**config.mk**
```make
export PLATFORM = sky130hd
export DESIGN_NAME = if_stream_feeder_flat
export DESIGN_NICKNAME = d
export VERILOG_FILES = /design/src/rtl/if_stream_feeder_if.sv /design/src/rtl/if_stream_feeder.sv /design/src/flat_wrapper.sv
export SDC_FILE = /design/constraint.sdc
export NUM_CORES = 1
export LEC_CHECK = 0
export CAP_MARGIN = 20
export CORE_MARGIN = 4
export CORE_UTILIZATION = 48
export CTS_CLUSTER_SIZE = 8
export DETAILED_ROUTE_END_ITERATION = 8
export PLACE_DENSITY = 0.74
export SETUP_SLACK_MARGIN = 0.15
export SYNTH_ARGS = -nofsm -noshare
export SYNTH_HDL_FRONTEND = slang
export SYNTH_SLANG_ARGS = --single-unit
```
**constraint.sdc**
```tcl
create_clock -name clk -period 2.7 [get_ports clk]
set_input_delay 0.54 -clock clk [delete_from_list [all_inputs] [get_ports clk]]
set_output_delay 0.54 -clock clk [all_outputs]
set_load 0.01 [all_outputs]
```
**src/rtl/if_stream_feeder_if.sv**
```systemverilog
// Handshake bundle for if_stream_feeder: the upstream element stream
// (valid/ready/data) and the IF FIFO write port (wen/din/full).
// The master side is the feeder itself; the slave side is its environment.
interface if_stream_feeder_if #(
  parameter int DATA_WIDTH = 8,
  parameter int PAR_WRITE  = 2
);
  logic                                s_valid;
  logic [DATA_WIDTH-1:0]               s_data;
  logic                                s_ready;
  logic                                IF_wen;
  logic [PAR_WRITE*(DATA_WIDTH+2)-1:0] IF_din;
  logic                                IF_full;

  modport master (
    input  s_valid,
    input  s_data,
    input  IF_full,
    output s_ready,
    output IF_wen,
    output IF_din
  );

  modport slave (
    output s_valid,
    output s_data,
    output IF_full,
    input  s_ready,
    input  IF_wen,
    input  IF_din
  );
endinterface

```
**src/rtl/if_stream_feeder.sv**
```systemverilog
// if_stream_feeder: writer-side front end of the PE input-feature FIFO.
// Serial elements are tagged {SOR, EOR, data} and packed PAR_WRITE per word.
// Stage 0 is the pack register, stage 1 the output register that drives the
// FIFO write port directly. The final word of a frame is zero-padded if short.
module if_stream_feeder #(
  parameter int DATA_WIDTH = 8,
  parameter int PAR_WRITE  = 2,
  parameter int LEN_BITS   = 8
) (
  input  logic                clk,
  input  logic                rst,
  input  logic                start,
  input  logic [LEN_BITS-1:0] row_len,
  input  logic [LEN_BITS-1:0] row_count,
  if_stream_feeder_if.master  bus,
  output logic                busy,
  output logic                done,
  output logic                pad_err
);

  localparam int LW     = DATA_WIDTH + 2;
  localparam int WW     = PAR_WRITE * LW;
  localparam int LANE_W = (PAR_WRITE > 1) ? $clog2(PAR_WRITE) : 1;
  localparam logic [LANE_W-1:0]   LAST_LANE = LANE_W'(PAR_WRITE - 1);
  localparam logic [LANE_W-1:0]   LANE_ONE  = LANE_W'(1);
  localparam logic [LEN_BITS-1:0] LEN_ONE   = LEN_BITS'(1);

  typedef enum logic [1:0] {
    IDLE   = 2'd0,
    STREAM = 2'd1,
    PAD    = 2'd2,
    DRAIN  = 2'd3
  } state_t;

  state_t              state_q, state_d;
  logic                busy_q, busy_d;
  logic                done_q, done_d;
  logic                pad_err_q, pad_err_d;

  logic [LEN_BITS-1:0] len_q, cnt_q, col_q, row_q;
  logic [LANE_W-1:0]   lane_q;
  logic [WW-1:0]       pack_q;
  logic [WW-1:0]       out_q;
  logic                out_vld_q;

  logic                ready;
  logic                slot_free, launch, accept, handoff, pad_fire, load_out;
  logic                last_col, last_row, last_lane, last_elem;
  logic [LW-1:0]       elem;
  logic [WW-1:0]       hand_word;

  assign slot_free = !out_vld_q || !bus.IF_full;
  assign launch    = (state_q == IDLE) && start && (row_len != '0) && (row_count != '0);
  assign last_col  = (col_q == len_q - LEN_ONE);
  assign last_row  = (row_q == cnt_q - LEN_ONE);
  assign last_lane = (lane_q == LAST_LANE);
  assign last_elem = last_col && last_row;
  // ready is only ever high in STREAM, so accept needs no state qualifier
  assign accept    = bus.s_valid && ready;
  assign handoff   = accept && last_lane;
  assign pad_fire  = (state_q == PAD) && slot_free;
  assign load_out  = handoff || pad_fire;
  assign elem      = {(col_q == '0), last_col, bus.s_data};

  // Completed word: pack register with the incoming element in the top lane
  always_comb begin
    hand_word = pack_q;
    hand_word[(PAR_WRITE-1)*LW +: LW] = elem;
  end

  // FSM state and registered control outputs
  always_ff @(posedge clk or posedge rst) begin
    if (rst) begin
      state_q   <= IDLE;
      busy_q    <= 1'b0;
      done_q    <= 1'b0;
      pad_err_q <= 1'b0;
    end else begin
      state_q   <= state_d;
      busy_q    <= busy_d;
      done_q    <= done_d;
      pad_err_q <= pad_err_d;
    end
  end

  // FSM next-state: a frame ends in PAD when its last word is short
  always_comb begin
    state_d = state_q;
    case (state_q)
      IDLE:    if (launch) state_d = STREAM;
      STREAM:  if (accept && last_elem) state_d = last_lane ? DRAIN : PAD;
      PAD:     if (slot_free) state_d = DRAIN;
      DRAIN:   if (slot_free) state_d = IDLE;
      default: state_d = IDLE;
    endcase
  end

  // FSM outputs: ready, busy/done/pad_err next values
  always_comb begin
    ready     = 1'b0;
    busy_d    = busy_q;
    done_d    = 1'b0;
    pad_err_d = 1'b0;
    case (state_q)
      IDLE: begin
        if (start) begin
          if (launch) busy_d = 1'b1;
          else        done_d = 1'b1;
        end
      end
      STREAM: ready = !last_lane || slot_free;
      PAD:    pad_err_d = slot_free;
      DRAIN: begin
        // slot_free here means the last word leaves on this edge (or already has)
        if (slot_free) begin
          done_d = 1'b1;
          busy_d = 1'b0;
        end
      end
      default: ready = 1'b0;
    endcase
  end

  // ---- stage 0: pack register and row/column/lane counters ----
  // Pack register is cleared on every hand-off so unfilled lanes are already zero for padding
  always_ff @(posedge clk or posedge rst) begin
    if (rst) begin
      len_q  <= '0;
      cnt_q  <= '0;
      col_q  <= '0;
      row_q  <= '0;
      lane_q <= '0;
      pack_q <= '0;
    end else if (launch) begin
      len_q  <= row_len;
      cnt_q  <= row_count;
      col_q  <= '0;
      row_q  <= '0;
      lane_q <= '0;
      pack_q <= '0;
    end else if (accept) begin
      if (last_col) begin
        col_q <= '0;
        row_q <= row_q + LEN_ONE;
      end else begin
        col_q <= col_q + LEN_ONE;
      end
      if (handoff) begin
        lane_q <= '0;
        pack_q <= '0;
      end else begin
        lane_q <= lane_q + LANE_ONE;
        pack_q[lane_q*LW +: LW] <= elem;
      end
    end else if (pad_fire) begin
      lane_q <= '0;
      pack_q <= '0;
    end
  end

  // ---- stage 1: output register driving the FIFO write port ----
  // Holds the word until the FIFO takes it; a refill in the write cycle keeps it valid
  always_ff @(posedge clk or posedge rst) begin
    if (rst) begin
      out_q     <= '0;
      out_vld_q <= 1'b0;
    end else if (load_out) begin
      out_q     <= handoff ? hand_word : pack_q;
      out_vld_q <= 1'b1;
    end else if (out_vld_q && !bus.IF_full) begin
      out_vld_q <= 1'b0;
    end
  end

  assign bus.s_ready = ready;
  assign bus.IF_wen  = out_vld_q && !bus.IF_full;
  assign bus.IF_din  = out_q;
  assign busy        = busy_q;
  assign done        = done_q;
  assign pad_err     = pad_err_q;

endmodule

```
**src/flat_wrapper.sv**
```systemverilog
// flat-port wrapper written by rule: the top's interface ports become plain ports
module if_stream_feeder_flat 
#(
  parameter int DATA_WIDTH = 8,
  parameter int PAR_WRITE  = 2,
  parameter int LEN_BITS   = 8
)
  (clk, rst, start, row_len, row_count, busy, done, pad_err, bus_s_valid, bus_s_data, bus_IF_full, bus_s_ready, bus_IF_wen, bus_IF_din);
  if_stream_feeder_if #(.DATA_WIDTH(DATA_WIDTH), .PAR_WRITE(PAR_WRITE)) bus_i ();
  input  logic clk;
  input  logic rst;
  input  logic start;
  input  logic [LEN_BITS-1:0] row_len;
  input  logic [LEN_BITS-1:0] row_count;
  output logic busy;
  output logic done;
  output logic pad_err;
  input wire logic [$bits(bus_i.s_valid)-1:0] bus_s_valid;
  input wire logic [$bits(bus_i.s_data)-1:0] bus_s_data;
  input wire logic [$bits(bus_i.IF_full)-1:0] bus_IF_full;
  output wire logic [$bits(bus_i.s_ready)-1:0] bus_s_ready;
  output wire logic [$bits(bus_i.IF_wen)-1:0] bus_IF_wen;
  output wire logic [$bits(bus_i.IF_din)-1:0] bus_IF_din;
  assign bus_i.s_valid = bus_s_valid;
  assign bus_i.s_data = bus_s_data;
  assign bus_i.IF_full = bus_IF_full;
  assign bus_s_ready = bus_i.s_ready;
  assign bus_IF_wen = bus_i.IF_wen;
  assign bus_IF_din = bus_i.IF_din;
  if_stream_feeder #(.DATA_WIDTH(DATA_WIDTH), .PAR_WRITE(PAR_WRITE), .LEN_BITS(LEN_BITS)) u_core (.clk(clk), .rst(rst), .start(start), .row_len(row_len), .row_count(row_count), .bus(bus_i), .busy(busy), .done(done), .pad_err(pad_err));
endmodule
```
==> reports/results.txt <==
The chip width came out at 100 µm. Later-pin clock latency in the skew report: 360 ps. Cell taking the most area after synthesis: sky130_fd_sc_hd__dfrtp_1. The logs give 0 for the count of endpoints failing hold in the final timing report and 54 for the I/O pin total. After detailed routing, the number of remaining DRC violations is 0. The clock input transition at the sequential cells of the worst setup and hold paths works out to 90 ps. Routability-driven placement finished with a final weighted congestion of 0.849. The run finished, with violations left.

The run gives 16.9 mm as the wire length of the first global-routing pass. The worst-margin pin slew came out at 519 ps. The worst setup path is of the register to register kind. The maximum fanout encountered on the critical timing path works out to 7. In this run the register-to-register setup slack is -160 ps. From synthesis to final layout, the design area changed by 29.8%. The kind of end point of the critical path is a register.

The number of buffers between clock root and the deepest sink was 2. The post-route netlist has 19.5% of its cells at a drive strength greater than 1. The fraction of post-synthesis cell area in the top cell type by area came out at 48.6%.

Entering global routing, the biggest net connects 48 pins. Before antenna repair, the detailed router went through 4 iterations. Synthesis produced a netlist with a net count of 454. The worst setup path is launched from a register. After detailed routing, the average wire length per cell comes to 16.7 µm. The tools report the data required time of the worst path as 2990 ps.

Counting flops with an async set or reset pin after synthesis yields a share of 100%. STA puts the critical path data arrival time at 3160 ps. The final critical path takes up 106% of the cycle.

Headroom to the max-slew limit came out at 65.1%. The sum of routed wire length over all layers was 10.1 mm. The number of pins with negative max-slew slack in the final report came out at 0.

The cell sitting at the root of the clock tree is a sky130_fd_sc_hd__clkbuf_8. The routed design could run at a clock period as short as 2860 ps. Cells fill 64.3% of the core in the end.

The count of endpoints failing setup in the final report is 18, and the flip-flop and latch count after synthesis is 79. The run gives 0 as the number of antenna violations at the first check in global routing. The number of max-cap violations was 0; the clock buffer count from CTS was 9. The checks that failed: setup timing. For this design, the sink count on the clock tree is 79. Power comes to 5.21 mW. The area enclosed by the die boundary is 10000 µm², and the height of the chip is 100 µm. The sequential cell area fraction in the yosys report came out at 48.6%.

For the via count of the first global-routing pass, the log shows 3525. Yosys mapped a number of flops with a built-in enable equal to 0. The number of antenna diodes in the final layout is 0. The tools report the placeable core region as 8220 µm². TritonCTS built the clock tree.

For this run, the number of Yosys warnings is 0. In the routed layout, each cell is associated on average with a via count of 5.63. Between clock sinks in the finished design, the worst skew comes to 11.9 ps. Row generation in the floorplan step produced 33 rows.

The number of distinct standard cells referenced by the synthesized netlist came out at 54. The setup slack after layout was -165 ps; the global-route total usage across every layer was 21.4%. The number of instances in the synthesized netlist was 416.

Setup total negative slack on the finished layout was measured at -1570 ps. The tools report the cell leakage power as 2.33 nW. The post-synthesis area per instance works out to 9.78 µm². Summing every instance area after synthesis gives 4070 µm². The post-detailed-route count of antenna-violating nets was 0.

Sorting the synthesized cells by area gives the leading types as sky130_fd_sc_hd__dfrtp_1 (49%), sky130_fd_sc_hd__nand2_1 (7.0%), sky130_fd_sc_hd__mux2_2 (3.3%). The most used flip-flop cell after synthesis is sky130_fd_sc_hd__dfrtp_1. The run gives 0 as the remaining global-route overflow. Static timing analysis puts the maximum clock frequency at 349 MHz.

The initial utilization of the core area, before any placement, comes to 49.5%. Buffers placed on the I/O ports in this run total 53. Across all layers, the routed design uses 3420 vias. Setup repair after global routing could not meet its margin everywhere.

The worst-case IR drop observed on VDD is 0.553 mV. For this design the ratio of total power to cell area is 988 nW/µm². The tools report the count of nets after finishing as 536. For this block, the initial DRC count from the detailed router was 243. The tightest min-delay check is of the input port to asynchronous set/reset pin type. Half-perimeter wire length after detailed placement: 6.92 mm. The H-tree was split into 3 levels.
## final timing paths
check | startpoint | endpoint | cells after the start
worst max-delay path | u_core.len_q[3] | u_core.row_q[3] | 7
worst min-delay path | rst | u_core.bus.IF_din[5] | 2
worst max register to register | u_core.len_q[3] | u_core.row_q[3] | 7
worst min register to register | u_core.pack_q[18] | u_core.pack_q[18] | 1
max in group asynchronous | rst | u_core.cnt_q[4] | 3
min in group clk | u_core.pack_q[18] | u_core.pack_q[18] | 1
## critical path: stages (launching register included)
cell,delay [ps]
sky130_fd_sc_hd__dfrtp_1,400
sky130_fd_sc_hd__or4_4,560
sky130_fd_sc_hd__or4_4,510
sky130_fd_sc_hd__a2111oi_4,390
sky130_fd_sc_hd__o2111ai_4,230
sky130_fd_sc_hd__buf_6,180
sky130_fd_sc_hd__or4_4,410
sky130_fd_sc_hd__a21oi_1,130
## sequential cells by signal, summed over array words and instances, names as in the netlist
name and cells:
u_core.row_q 8, u_core.pad_err 1, u_core.bus.IF_din 20, u_core.done 1, u_core.cnt_q 8, u_core.busy 1
u_core.lane_q 1, u_core.out_vld_q 1, u_core.col_q 8, u_core.state_q 2, u_core.len_q 8, u_core.pack_q 20
## routing by layer
metal,global-route usage (%),vias to the layer above,part of all wire (%)
li1,-,1635,-
met1,27.0,1690,44
met2,34.4,81,48
met3,8.13,14,6.8
met4,6.84,0,1.3
met5,0,-,0
## per-stage QoR
stage	hold WS [ps]	std cells	cell area, µm²	setup WS (ps)
after detailed placement	467	581	4870	-251
after floorplan	446	416	4100	-81.9
after global routing	393	608	5280	-213
final	409	608	5280	-165
after CTS	396	604	5190	-203
after global placement	462	581	4870	-150
## final cells by class
type | instances | area (µm²)
multi-input cells | 304 | 2050
fillers | 657 | 2940
repair buffers | 90 | 868
well taps | 105 | 131
flip-flops and latches | 79 | 1980
clock inverters | 6 | 67.6
inverters | 14 | 56.3
clock buffers | 10 | 128
## Yosys cell counts, drive strengths merged (2+ instances only)
| cell | n |
|---|---|
| o21ai | 11 |
| or2 | 3 |
| nand3b | 3 |
| and4 | 2 |
| nor2 | 23 |
| nand4 | 2 |
| and3 | 5 |
| o2111ai | 2 |
| nor4 | 7 |
| mux2i | 8 |
| clkbuf | 14 |
| buf | 4 |
| a31oi | 4 |
| ha | 9 |
| o22ai | 3 |
| nand3 | 15 |
| nand2 | 76 |
| o21a | 2 |
| xor2 | 6 |
| nor3 | 8 |
| a41o | 2 |
| dfrtp | 79 |
| inv | 14 |
| a22o | 9 |
| or4 | 9 |
| nor4b | 2 |
| or3 | 4 |
| a211oi | 3 |
| mux2 | 12 |
| o31ai | 6 |
| a221oi | 2 |
| a21oi | 23 |
| xnor2 | 15 |
| and2 | 15 |
## power by group
group          leakage (nW)  switching [mW]  internal [mW]
sequential             1.05           0.305           1.52
combinational          1.19            1.27           1.22
clock                0.0933           0.468          0.433
## cells by family (layout without fill, tap and decap cells)
logic type,after synthesis,in the layout,synth area share [%]
AO/OA/AOI/OAI,76,76,13.1
XOR/XNOR,21,21,4.52
adder cells (fa/ha/maj),9,9,2.77
buffers and inverters,33,120,4.00
flip-flops,79,79,48.6
multiplexers,20,20,5.29
AND/OR/NAND/NOR,178,178,21.7
## cells in the final DEF (no fill, tap or decap), types with 6 or more instances in the layout
master,synthesis,layout
sky130_fd_sc_hd__dfrtp_1,79,79
sky130_fd_sc_hd__nand2_1,76,75
sky130_fd_sc_hd__a21oi_1,23,18
sky130_fd_sc_hd__a22o_1,9,9
sky130_fd_sc_hd__o21ai_0,11,8
sky130_fd_sc_hd__nand3_1,15,11
sky130_fd_sc_hd__xor2_1,6,6
sky130_fd_sc_hd__clkdlybuf4s50_1,0,53
sky130_fd_sc_hd__and2_1,15,15
sky130_fd_sc_hd__buf_4,0,28
sky130_fd_sc_hd__nor4_1,7,7
sky130_fd_sc_hd__nor3_1,8,8
sky130_fd_sc_hd__mux2_2,12,12
sky130_fd_sc_hd__clkbuf_8,1,9
sky130_fd_sc_hd__xnor2_1,15,15
sky130_fd_sc_hd__inv_1,14,13
sky130_fd_sc_hd__ha_1,9,7
sky130_fd_sc_hd__nor2_1,23,23
sky130_fd_sc_hd__buf_6,3,6
sky130_fd_sc_hd__mux2i_1,8,8
## timing repair
| action | CTS | global route |
|---|---|---|
| hold buffers | 0 | 0 |
| gates resized for setup | 17 | 13 |
| buffers inserted | 6 | 4 |
| cloned | 1 | 0 |
| pin swaps | 19 | 12 |
| endpoints found under the setup margin | 18 | 21 |
| endpoints found under the hold margin | 0 | 0 |
(Power assumes the default switching activity.)
